`src/rtl/payment_controller.sv`:
```
// Vending-machine payment FSM: accumulates coins into credit, dispenses once the
// latched price is covered, then pays change greedily one coin per cycle.
module payment_controller #(
   parameter int unsigned CREDIT_MAX = 500
) (
   input  logic       clk,
   input  logic       rst,
   input  logic [9:0] price,
   input  logic       buy,
   input  logic       cancel,
   input  logic       coin_valid,
   input  logic [1:0] coin_type,
   output logic [9:0] credit,
   output logic       busy,
   output logic       dispense,
   output logic       coin_reject,
   output logic       ret_quarter,
   output logic       ret_dime,
   output logic       ret_nickel
);

   typedef enum logic [1:0] {
      IDLE     = 2'd0,
      COLLECT  = 2'd1,
      DISPENSE = 2'd2,
      CHANGE   = 2'd3
   } state_t;

   typedef struct packed {
      logic       quarter;
      logic       dime;
      logic       nickel;
      logic [9:0] rem;
   } step_t;

   function automatic logic [9:0] coin_value(input logic [1:0] kind);
      logic [9:0] v;
      case (kind)
         2'd0:    v = 10'd5;
         2'd1:    v = 10'd10;
         2'd2:    v = 10'd25;
         2'd3:    v = 10'd100;
         default: v = 10'd0;
      endcase
      return v;
   endfunction

   // One greedy change step; a 1..4 cent remainder is dropped without a pulse.
   function automatic step_t change_step(input logic [9:0] c);
      step_t s;
      s.quarter = 1'b0;
      s.dime    = 1'b0;
      s.nickel  = 1'b0;
      if (c >= 10'd25) begin
         s.quarter = 1'b1;
         s.rem     = c - 10'd25;
      end else if (c >= 10'd10) begin
         s.dime = 1'b1;
         s.rem  = c - 10'd10;
      end else if (c >= 10'd5) begin
         s.nickel = 1'b1;
         s.rem    = c - 10'd5;
      end else begin
         s.rem = 10'd0;
      end
      return s;
   endfunction

   state_t      state_r;
   logic [9:0]  price_q_r;
   logic [10:0] coin_sum_s;
   logic        coin_accept_s;
   logic        coin_reject_s;
   logic [9:0]  credit_in_s;
   step_t       step_s;

   // Coin acceptance and the next change step, both from registered credit.
   always_comb begin
      coin_sum_s = {1'b0, credit} + {1'b0, coin_value(coin_type)};
      if (coin_valid && !cancel && (state_r == IDLE || state_r == COLLECT) &&
          (coin_sum_s <= 11'(CREDIT_MAX))) begin
         coin_accept_s = 1'b1;
      end else begin
         coin_accept_s = 1'b0;
      end
      coin_reject_s = coin_valid && !coin_accept_s;
      if (coin_accept_s) begin
         credit_in_s = coin_sum_s[9:0];
      end else begin
         credit_in_s = credit;
      end
      step_s = change_step(credit);
   end

   // Main FSM with registered credit, busy and one-cycle output pulses.
   always_ff @(posedge clk or posedge rst) begin
      if (rst) begin
         state_r     <= IDLE;
         price_q_r   <= 10'd0;
         credit      <= 10'd0;
         busy        <= 1'b0;
         dispense    <= 1'b0;
         coin_reject <= 1'b0;
         ret_quarter <= 1'b0;
         ret_dime    <= 1'b0;
         ret_nickel  <= 1'b0;
      end else begin
         dispense    <= 1'b0;
         ret_quarter <= 1'b0;
         ret_dime    <= 1'b0;
         ret_nickel  <= 1'b0;
         coin_reject <= coin_reject_s;
         case (state_r)
            IDLE: begin
               if (cancel && (credit != 10'd0)) begin
                  // Entering CHANGE already ejects the first coin.
                  state_r     <= CHANGE;
                  busy        <= 1'b1;
                  credit      <= step_s.rem;
                  ret_quarter <= step_s.quarter;
                  ret_dime    <= step_s.dime;
                  ret_nickel  <= step_s.nickel;
               end else if (buy && (price != 10'd0)) begin
                  state_r   <= COLLECT;
                  price_q_r <= price;
                  busy      <= 1'b0;
                  credit    <= credit_in_s;
               end else begin
                  busy   <= 1'b0;
                  credit <= credit_in_s;
               end
            end
            COLLECT: begin
               if (cancel) begin
                  state_r     <= CHANGE;
                  busy        <= 1'b1;
                  credit      <= step_s.rem;
                  ret_quarter <= step_s.quarter;
                  ret_dime    <= step_s.dime;
                  ret_nickel  <= step_s.nickel;
               end else if (credit >= price_q_r) begin
                  state_r  <= DISPENSE;
                  busy     <= 1'b1;
                  dispense <= 1'b1;
                  credit   <= credit_in_s - price_q_r;
               end else begin
                  busy   <= 1'b0;
                  credit <= credit_in_s;
               end
            end
            DISPENSE: begin
               if (credit != 10'd0) begin
                  state_r     <= CHANGE;
                  busy        <= 1'b1;
                  credit      <= step_s.rem;
                  ret_quarter <= step_s.quarter;
                  ret_dime    <= step_s.dime;
                  ret_nickel  <= step_s.nickel;
               end else begin
                  state_r <= IDLE;
                  busy    <= 1'b0;
               end
            end
            CHANGE: begin
               if (credit == 10'd0) begin
                  state_r <= IDLE;
                  busy    <= 1'b0;
               end else begin
                  busy        <= 1'b1;
                  credit      <= step_s.rem;
                  ret_quarter <= step_s.quarter;
                  ret_dime    <= step_s.dime;
                  ret_nickel  <= step_s.nickel;
               end
            end
            default: begin
               state_r <= IDLE;
               busy    <= 1'b0;
               credit  <= 10'd0;
            end
         endcase
      end
   end

endmodule
```
`config.mk`:
```
export PLATFORM = sky130hd
export DESIGN_NAME = payment_controller
export DESIGN_NICKNAME = d
export VERILOG_FILES = /design/src/rtl/payment_controller.sv
export SDC_FILE = /design/constraint.sdc
export NUM_CORES = 1
export LEC_CHECK = 0
export CAP_MARGIN = 20
export CORE_MARGIN = 8
export CORE_UTILIZATION = 55
export DETAILED_ROUTE_END_ITERATION = 12
export PLACE_DENSITY = 0.88
export SLEW_MARGIN = 20
export SYNTH_ARGS = -nofsm -noshare
export SYNTH_HDL_FRONTEND = slang
export SYNTH_SLANG_ARGS = --single-unit
```
`constraint.sdc`:
```
create_clock -name clk -period 9.8 [get_ports clk]
set_input_delay 1.96 -clock clk [delete_from_list [all_inputs] [get_ports clk]]
set_output_delay 1.96 -clock clk [all_outputs]
set_load 0.03 [all_outputs]
```
# Word-level counts from Yosys, hierarchy flattened
# Index checks and enable logic that the tools add are counted.
[classes]
magnitude_cmp = 5
div_mod_pow = 0
n_bitwise = 1
muxes = 47
eq_ne = 11
n_reduce_logical = 17
mul = 0
n_shift = 0
add_sub_neg = 5
[ops]
columns = ["operator", "count"]
rows = [
  ["$mux 10", 9],
  ["$pmux 10 s4", 2],
  ["$mux 1", 24],
  ["$reduce_bool 10->1", 2],
  ["$pmux 1 s4", 4],
  ["$mux 2", 7],
  ["$add 10x10->11", 1],
  ["$le 11x9->1 const B", 1],
  ["$ge 10x10->1", 1],
  ["$ge 10x3->1 const B", 1],
  ["$ge 10x4->1 const B", 1],
  ["$ge 10x5->1 const B", 1],
  ["$logic_not 10->1", 1],
  ["$sub 10x10->10", 1],
  ["$sub 10x3->10 const B", 1],
  ["$sub 10x4->10 const B", 1],
  ["$sub 10x5->10 const B", 1],
  ["$eq 2x2->1 const B", 4],
  ["$pmux 2 s4", 1],
  ["$logic_and 1x1->1", 6],
  ["$ne 2x2->1 const B", 3],
  ["$reduce_and 3->1", 2],
  ["$eq 2x1->1 const B", 2],
  ["$logic_not 2->1", 2],
  ["6 further kinds", 7],
]
[word_totals]
wordCells = 95
output_inout_bits = 16
ramBits = 0
memories = 0
inputBits = 17
latch_bits = 0
ff_bits = 28
mem_bits_ro = 0

# Depth between registers and ports, before layout
[logic_depth]
depth_word = 11
ltp_mapped = 23
depth_no_buf = 22

# Least setup slack after synthesis
# OpenSTA, ideal clock, no wires.
[synth_timing]
path_type = "input-to-reg"
startpoint = "in coin_type[0]"
endpoint = "reg credit[7]"
arrival_ps = 6039
setup_slack_ps = 3634
stages = 22
setup_time_ps = 127
t_required_ps = 9673
n_path_buf = 1
path_cell_list = "inv_1 ha_1 or2_2 ha_1 inv_1 fa_1 nand2b_1 a21o_1 a21oi_2 xnor2_1 o41ai_4 buf_6 mux2_4 ha_1 and3_1 a21oi_1 a31oi_1 xor2_1 o21a_1 a311o_1 a21oi_1 nor2_1"
[synth_via]
elab_chain_len = 11
word_cells_on_any_way = 15
cone_classes = "add/sub (2); order compare (1); eq/ne (3); mux (7); reduce/logical (2)"
[synth_rtl]
columns = ["item", "line", "text"]
rows = [
  ["start, declared", "12", "input logic [1:0] coin_type,"],
  ["$eq 2x2->1, or another cell as far along", "38", "case (kind)"],
  ["$pmux 10 s4 *", "38", ""],
  ["$add 10x10->11 *", "79", "coin_sum_s = {1'b0, credit} + {1'b0, coin_value(coin_type)};"],
  ["$le 11x9->1", "81", "(coin_sum_s <= 11'(CREDIT_MAX))) begin"],
  ["$logic_and 1x1->1", "80", "if (coin_valid && !cancel && (state_r == IDLE || state_r == COLLECT) &&"],
  ["$mux 1", "80", ""],
  ["$mux 10 *", "87", "if (coin_accept_s) begin"],
  ["$sub 10x10->10", "145", "credit <= credit_in_s - price_q_r;"],
  ["$mux 10", "141", "end else if (credit >= price_q_r) begin"],
  ["$mux 10", "134", "if (cancel) begin"],
  ["$pmux 10 s4 *", "113", "case (state_r)"],
  ["end signal, assigned", "137", "credit <= step_s.rem;"],
  ["end signal, assigned", "145", ""],
  ["end signal, assigned", "148", "credit <= credit_in_s;"],
  ["end, declared", "13", "output logic [9:0] credit,"],
]
# Every way passes the cells marked *; elsewhere a longest branch is shown, timed or not. The select of a mux whose other input is x is not followed.
# A chain may end at the register's enable or synchronous reset.

# Worst setup path in the final report
[layout_timing]
startpoint = "in coin_type[0]"
endpoint = "reg credit[8]"
# The elaborated chain is that of the path after synthesis.

==> impl_metrics.json <==
{
  "hold_path.class": "register to register",
  "pin_count": 33,
  "finalSetupViolCount": 0,
  "cts-root-buf": "clkbuf_8",
  "worstPathArrival_ns": 7.41,
  "rsz0062_at_grt": "no",
  "synth_commonest_cells": "42 x ha_1, 34 x nor2_1, 33 x a21oi_1",
  "async_reset_ff_frac": 1.000,
  "synth_area_um2": 3486,
  "ys_ff_latch": 28,
  "worst-path-max-fanout": 13,
  "peakVddDrop_v": 0.0001882,
  "dp_slack_ns": 2.425,
  "hold_buffers": 0,
  "htree_levels": 1,
  "diodes": 0,
  "fp.dieH_um": 95.61,
  "numCtsBuffers": 3,
  "synth_enable_flop_cells": 0,
  "via_per_inst": 6.637,
  "rows": 29,
  "synth_top_cells_by_area": "dfrtp_1 20%, ha_1 15%, a21oi_1 4.7%",
  "hold_viol_final": 0,
  "vias": 3511,
  "worst_pin_slew_ns": 0.8937,
  "drc": 0,
  "grt_max_degree": 29,
  "max_slew_margin": 0.4021,
  "final_util": 0.6279,
  "port_buffers": 32,
  "powerDensity_nw_per_um2": 401.0,
  "cts_resized": 0,
  "setup_tns_ns": 0,
  "grt_pass1_vias": 3275,
  "postRouteWirelength_um": 9736,
  "synth.most_common_cell": "ha_1",
  "hpwl_um": 7723,
  "synth_top_area_share": 0.2010,
  "yosysSeqAreaShare": 0.2010,
  "drt_iter0_markers": 378,
  "start_util": 0.5585,
  "max_stage_delay_ns": 0.84,
  "cts_tree": "yes",
  "end_kind": "register",
  "critical-path-slowest-cell": "o41ai_4",
  "crit_chain": "clkdlybuf4s50_1, inv_1, ha_1, or2_2, ha_1, inv_1, fa_1, nand2b_1, a21oi_1, xor2_1, o21ai_0, o41ai_4, mux2i_1, ha_1, fa_1, nor2b_1, o31a_1, o311a_1, o21ai_0, a21oi_1, a31oi_1, o211ai_1, a211oi_1",
  "fin_crit_ns": 7.214,
  "ant_nets": 0,
  "status": "finished, final reports clean",
  "clock_sinks": 28,
  "max_cap_viol_count": 0,
  "report.final.slew_viol_count": 0,
  "area_delta_synth_final_pct": 12.42,
  "cts_buffer_depth": 2,
  "final_layout_size_suffix_gt1_frac": 0.07080,
  "synth_fp_nets": 491,
  "wl_met2_um": 4737,
  "grt_util_all_layers": 0.2202,
  "crit_top_cell": "ha_1",
  "coreArea_um2": 6241,
  "synth_cells": 430,
  "postCtsSetupBuffers": 0,
  "fmaxAchievable_mhz": 138.6,
  "grt_antenna_before_repair": 0,
  "critPathLaunchType": "input port",
  "cts.clk_slew.worst_paths_ns": 0.11,
  "design_area_um2": 3919,
  "setup_ws_ns": 2.586,
  "p_leak_nw": 1.730,
  "yosysWarnings": 0,
  "period_share": 0.7361,
  "wire_per_inst_um": 18.40,
  "placedCellCount": 525,
  "wl_met1_um": 4077,
  "grt_pass1_wl_um": 16150,
  "finClkSkew_ns": 0.009305,
  "place_area_um2": 3847,
  "worstPathRequired_ns": 10.00,
  "die_w_um": 95.61,
  "synth_cell_types": 71,
  "top_layer": "met4",
  "crit_type": "input port to register",
  "nets": 514,
  "synth_top_area_cell": "dfrtp_1",
  "dieArea_um2": 9141,
  "synth.avg_cell_area_um2": 8.107,
  "layout.cells.non_filler": 529,
  "ys.flop_type": "dfrtp_1",
  "fillers": 562,
  "grt_overflow": 0,
  "insertion_delay_ns": 0.28,
  "gp_congestion": 0.9950,
  "route.met3.wl_um": 727,
  "dr.pass1.iters": 6
}
## cells by family (layout without fill, tap and decap cells)
logic type	Yosys count	after routing	synth area share
flip-flops	28	28	0.2010
multiplexers	15	15	0.05097
AO/OA/AOI/OAI	147	147	0.2961
XOR/XNOR	14	14	0.03517
buffers and inverters	46	68	0.05241
adder cells (fa/ha/maj)	44	44	0.1622
AND/OR/NAND/NOR	136	136	0.2021
## area by class of cell
cell class / instances / area, um^2 / area share
multi-input cells: 356 / 2603 / 0.6641
flip-flops and latches: 28 / 700.7 / 0.1788
inverters: 30 / 112.6 / 0.02874
clock buffers: 3 / 41.29 / 0.01054
well taps: 77 / 96.34 / 0.02458
clock inverters: 1 / 30.03 / 0.007663
repair buffers: 34 / 335.3 / 0.08557
## worst max-delay path, delay by kind of cell
family / cells / cell delay, ns
adders and majority gates: 5 / 1.20
buffers and inverters: 3 / 0.63
AOI/OAI and AO/OA: 10 / 2.64
muxes: 1 / 0.38
and+or+nand+nor: 3 / 0.38
xor gates and xnor gates: 1 / 0.21
## metrics by stage
step,hold WS (ns),power [mW]
4_1_cts,0.5184,1.550
6_report,0.5152,1.571
5_1_grt,0.5401,1.709
3_5_place_dp,0.4934,1.449
2_1_floorplan,0.4794,1.143
3_3_place_gp,0.4871,1.423
## report_power, final
part	leakage [nW]	internal (mW)	total, mW	switching (mW)
combinational	1.34	0.497	1.22	0.724
sequential	0.350	0.169	0.257	0.0880
clock	0.0357	0.0547	0.0933	0.0386
total	1.73	0.720	1.57	0.851
## sequential cells by signal (all words and copies together), names as in the netlist
register,flops
coin_reject,1
state_r,2
ret_dime,1
ret_nickel,1
credit,10
dispense,1
price_q_r,10
ret_quarter,1
busy,1
## layer usage
metal / track usage / up-vias
met1: 0.2916 / 1638
met3: 0.02362 / 20
met2: 0.3623 / 199
met5: 0 / -
met4: 0.07682 / 0
li1: - / 1654
## worst paths after layout
check	from	endpoint	slack (ns)	depth (start not counted)
worst max-delay path	coin_type[0]	credit[8]	2.59	23
worst min-delay path	price_q_r[4]	price_q_r[4]	0.52	1
worst max register to register	credit[1]	credit[8]	4.28	18
worst min register to register	price_q_r[4]	price_q_r[4]	0.52	1
max in group asynchronous	rst	credit[2]	7.34	2
min in group asynchronous	rst	price_q_r[2]	2.06	2
## cell usage in the layout (no fill, tap or decap), types with 8 or more instances in the layout
master,count
dfrtp_1,28
xnor2_1,10
mux2_2,11
nor3_1,11
a21oi_1,33
nand3_1,11
o21ai_0,23
nor2_1,34
clkdlybuf4s50_1,32
nand2_1,28
inv_1,29
ha_1,42
a31oi_1,11
nand2b_1,10
a21o_1,8
No activity file was read; power rests on OpenSTA's default activity.
==> variant 1 (same settings) <==
Re-encode `state_t` (4 states) as one-hot, 4 bits wide.
--- a/src/rtl/payment_controller.sv
+++ b/src/rtl/payment_controller.sv
@@ -20,9 +20,9 @@
 );
 
-   typedef enum logic [1:0] {
-      IDLE     = 2'd0,
-      COLLECT  = 2'd1,
-      DISPENSE = 2'd2,
-      CHANGE   = 2'd3
+   typedef enum logic [3:0] {
+      IDLE     = 4'b0001,
+      COLLECT  = 4'b0010,
+      DISPENSE = 4'b0100,
+      CHANGE   = 4'b1000
    } state_t;
 
Formal check against the unedited RTL: same outputs for any inputs over 4 cycles, from zero or initial values and one cycle with rst high; so few cycles prove little.
==> variant 1 against the unedited design <==
Power down 22%. Synthesized area is 7.9% lower. Global-route usage down 1.2 points. Wire length shrank 11%. Via count is 15% lower. Cell area is 6.5% lower. First-iteration DRC count fell by 48%. Setup slack gained 140 ps. Utilization rose by 0.61 points. Die area down 6.6%. Sequential cell count increased by 2. Highest routed layer unchanged.
==> variant 1: results (changes against the unedited design) <==
[outcome]
outcome=complete, no violations

[global_routing]
grt_start_max_net_pins=17  ; -41%
grt_pass1_vias=2957  ; -9.7%
grt_pass1_wl_mm=14.5  ; -10%

[final_layout]
reg_top3=credit: 10 flops, price_q_r: 10 flops, state_r: 4 flops
finalNonFillerCells=475  ; -10%
fin_nets=456  ; -11%
drive_above_1_share_pct=9.50  ; +2.4 points

[placed_design]
dpl_cell_area_um2=3590  ; -6.7%
place_ws_ps=2520  ; +89.8 ps
gp_congestion=0.919  ; -7.6%
hpwlAfterDp_mm=6.84  ; -11%
place_inst=468  ; -11%

[power]
ir_worst_vdd_uv=178  ; -5.6%
p_int_mw=0.607  ; -16%
clockPowerShare_pct=7.6  ; +1.7 points

[setup_path]
max_stage_delay_ps=530  ; -310 ps
crit_fanout=7  ; -6
cp_slowest_cell=clkdlybuf4s50_1

[logic_synthesis]
yosysSeqAreaShare_pct=23.4  ; +3.3 points
synth_xor_area_share_pct=5.73  ; +2.2 points
synthTopCellsByArea=dfrtp_1 (23%), ha_1 (14%), xnor2_1 (4.6%), mux2_4 (4.2%), inv_1 (3.7%)
muxShareOfSynthArea_pct=6.86  ; +1.8 points
syn_area_per_cell_um2=8.70  ; +7.3%
ys_top_cells_by_count=ha_1 (37), inv_1 (32), nor2_1 (32)
yosys.area_share.adder_pct=15.7  ; -0.56 points
ys.flop_type=dfrtp_1
syn-num-nets=425  ; -13%
synth.distinct_cells=69  ; -2.8%

[cts]
post_cts_buffers=0  ; unchanged
clk_pin_slew_ps=60  ; -50 ps
numCtsBuffers=5  ; +2

[detailed_routing]
avgRoutedWirePerCell_um=18.2  ; -1.0%
drt-initial-drc-count=195  ; -48%
routed_via_density=6.31  ; -4.9%

[sta]
max_slew.worst_pin.slew_ps=857  ; -36.4 ps

-- variant 1: cells by family after synthesis --
family | after synthesis
multiplexers | 17
AO/OA/AOI/OAI | 103
XOR/XNOR | 21
adder cells (fa/ha/maj) | 39
flip-flops | 30
AND/OR/NAND/NOR | 117
buffers and inverters | 42
-- variant 1: worst reg2reg max path, cell delays in order (launching register included) --
cell	delay (ps)
dfrtp_1	580
inv_1	290
fa_1	520
nand2b_1	180
a21oi_1	170
xor2_1	240
nand4_1	200
nor3_4	320
nor2_2	150
mux2i_1	250
ha_1	210
inv_1	60
fa_1	390
a21o_1	190
a21oi_1	220
nor2b_1	80
o21a_1	180
o41ai_1	300
xnor2_1	110
a221o_1	300
-- variant 1: layout make-up --
| cell class | count | area [um^2] |
|---|---|---|
| sequential | 30 | 752 |
| inverter | 33 | 124 |
| fill | 495 | 2120 |
| multi-input combinational | 297 | 2280 |
| clock buffer | 7 | 76.3 |
| tap | 75 | 93.8 |
| timing repair buffer | 33 | 335 |
-- variant 1: worst paths after layout --
| kind | from | to | slack, ps | depth (start not counted) |
|---|---|---|---|---|
| min | price_q_r[8] | price_q_r[8] | 510 | 1 |
| max | coin_type[0] | credit[8] | 2730 | 24 |
| min in group asynchronous | rst | credit[8] | 2050 | 2 |
| max reg2reg | credit[1] | credit[8] | 4740 | 19 |
| max in group asynchronous | rst | state_r[3] | 7230 | 3 |
| min reg2reg | price_q_r[8] | price_q_r[8] | 510 | 1 |
-- variant 1: routing by layer --
layer	global-route usage [%]	vias up	part of all wire [%]
met5	0	-	0
met4	7.79	0	1.7
met3	2.67	13	4.8
met2	36.8	107	51
met1	25.1	1469	43
li1	-	1409	-
==> variant 2 (same settings) <==
Made on the original files. The parameter `CREDIT_MAX` goes from 500 to 250.
--- a/src/rtl/payment_controller.sv
+++ b/src/rtl/payment_controller.sv
@@ -2,5 +2,5 @@
 // latched price is covered, then pays change greedily one coin per cycle.
 module payment_controller #(
-   parameter int unsigned CREDIT_MAX = 500
+   parameter int unsigned CREDIT_MAX = 250
 ) (
    input  logic       clk,
Formal check against the unedited RTL: not equivalent (a bounded check fails within 4 cycles, from zero or initial values and one cycle with rst high).
==> variant 2 against the unedited design <==
Power fell by 3.1%. Maximum frequency grew 1.9%. Sequential cell count is the same. Hold slack worse by 2.8 ps. Cell area down 0.35%. Wire length fell by 0.97%. Count of clock-buffer cells in the layout unchanged. Synthesized area rose by 1.3%. Clock skew decreased by 4.8 ps. Setup slack better by 130 ps. Sequential power is 3% higher. Critical endpoint is now credit[6].
==> variant 2: results (changes against the unedited design) <==
[cts]
numCtsBuffers=3  ; unchanged
clock_latency_ps=280  ; about the same
cts.path.max_buffers=2  ; unchanged
root_buffer=clkbuf_8
post_cts_buffers=0  ; unchanged
cts_resized=0  ; unchanged
htreeDepth=1  ; unchanged
clk_pin_slew_ps=100
cts_hold_buf=0  ; unchanged

[logic_synthesis]
ys_top_cells_by_count=ha_1 (42), nor2_1 (37), inv_1 (32), nand2_1 (32), dfrtp_1 (28)
yosysSeqAreaShare_pct=19.8  ; -0.26 points
syn-num-nets=494  ; +0.61%
ys_warn_count=0  ; unchanged
synthTopCellsByArea=dfrtp_1 (20%), ha_1 (15%), nor2_1 (3.9%), a21oi_1 (3.8%), o21ai_0 (3.4%)
synth.distinct_cells=76  ; +7.0%
async_flop_share_pct=100  ; unchanged

[sta]
max_slew.worst_pin.slew_ps=739  ; -155 ps
fin_worst_skew_ps=4.46  ; -4.84 ps

[global_routing]
track_usage_pct=21.8  ; -0.23 points
grt_pass1_vias=3295  ; +0.61%
grt_start_max_net_pins=29  ; unchanged
grt_pass1_wl_mm=16.0  ; -0.98%
antenna_found_initial=0  ; unchanged

[hold_path]
hold_class=reg -> reg
min-delay-start=price_q_r[4]
hold_depth=1  ; unchanged
holdPathEnd=price_q_r[4]

[setup_path]
r2r_end=credit[6]
cp.arrival_ps=7310  ; -100 ps
r2r_slack_ps=4560  ; +280 ps
reg2reg_depth=19  ; +1
worstReg2RegStart=credit[1]
crit_fanout=9  ; -4

[final_layout]
reg_top3=credit: 10 flops, price_q_r: 10 flops, state_r: 2 flops
fin_nets=514  ; unchanged
n_antenna_cell=0  ; unchanged
drive_above_1_share_pct=7.98  ; +0.90 points

[detailed_routing]
drt-pass1-iter-count=5  ; -1
drt-initial-drc-count=310  ; -18%
totalWireLength_mm=9.64  ; -0.97%
num_vias=3438  ; -2.1%

[placed_design]
hpwlAfterDp_mm=7.57  ; -1.9%
gp_congestion=1.01  ; +1.2%
io_buffers=32  ; unchanged

[outcome]
outcome=complete, no violations

[power]
total_leakage_power_nw=1.71  ; -0.95%
p_switching_mw=0.839  ; -1.4%
ir_worst_vdd_uv=243  ; +29%

==> variant 2: metal layers <==
layer  routed length [um]  vias up  global-route usage (%)
li1                     -     1637                       -
met3                  665       31                    2.34
met2                 4600      181                    36.9
met4                  291        0                    9.09
met5                    0        -                       0
met1                 4080     1589                    27.4
==> variant 2: worst max path at each step <==
stage	startpoint	to	slack, ps
final	coin_type[0]	credit[6]	2720
after global routing	coin_type[0]	credit[6]	2390
after CTS	coin_type[0]	credit[6]	2780
after detailed placement	coin_type[0]	credit[6]	2510
after global placement	coin_type[0]	credit[6]	2650
after floorplan	coin_type[0]	credit[6]	3420
==> variant 2: cells by family after synthesis <==
family,Yosys count,synth area share [%]
buffers and inverters,50,5.99
AO/OA/AOI/OAI,143,28.8
multiplexers,17,5.42
adder cells (fa/ha/maj),44,16.0
AND/OR/NAND/NOR,138,20.5
flip-flops,28,19.8
XOR/XNOR,13,3.44
==> variant 2: stage by stage <==
step                setup WS, ps  instances  hold slack (ps)
floorplan                   3420        433              479
global placement            2650        525              490
detailed placement          2510        525              497
CTS                         2780        528              519
global route                2390        528              538
finish                      2720        528              512
==> variant 2: critical path: stages <==
cell and delay, ps:
clkdlybuf4s50_1 510, inv_1 80, ha_1 190, or2_2 300, ha_1 220, a211o_1 310, a2111oi_0 580, a211oi_1 180
nand4_1 190, o21ai_4 130, and2_1 200, nor2_1 170, ha_1 200, inv_1 60, fa_1 420, a211oi_1 250
nor2_1 110, o311a_1 320, or4_1 470, o22ai_1 170, a2bb2oi_1 180, o21a_1 120
==> variant 2: layout make-up <==
cell class                      count  area [um^2]
Fill cell                         563         2370
Clock buffer                        3         41.3
Multi-Input combinational cell    355         2620
Inverter                           32          120
Tap cell                           77         96.3
Timing Repair Buffer               33          328
Sequential cell                    28          701
==> variant 2: power groups by stage <==
stage / Clock, mW / Combinational (mW) / Sequential (mW)
after global placement: 0 / 1.14 / 0.262
after floorplan: 0 / 0.885 / 0.261
after CTS: 0.0669 / 1.18 / 0.263
after global routing: 0.0708 / 1.32 / 0.274
final: 0.0650 / 1.19 / 0.265
after detailed placement: 0 / 1.17 / 0.266
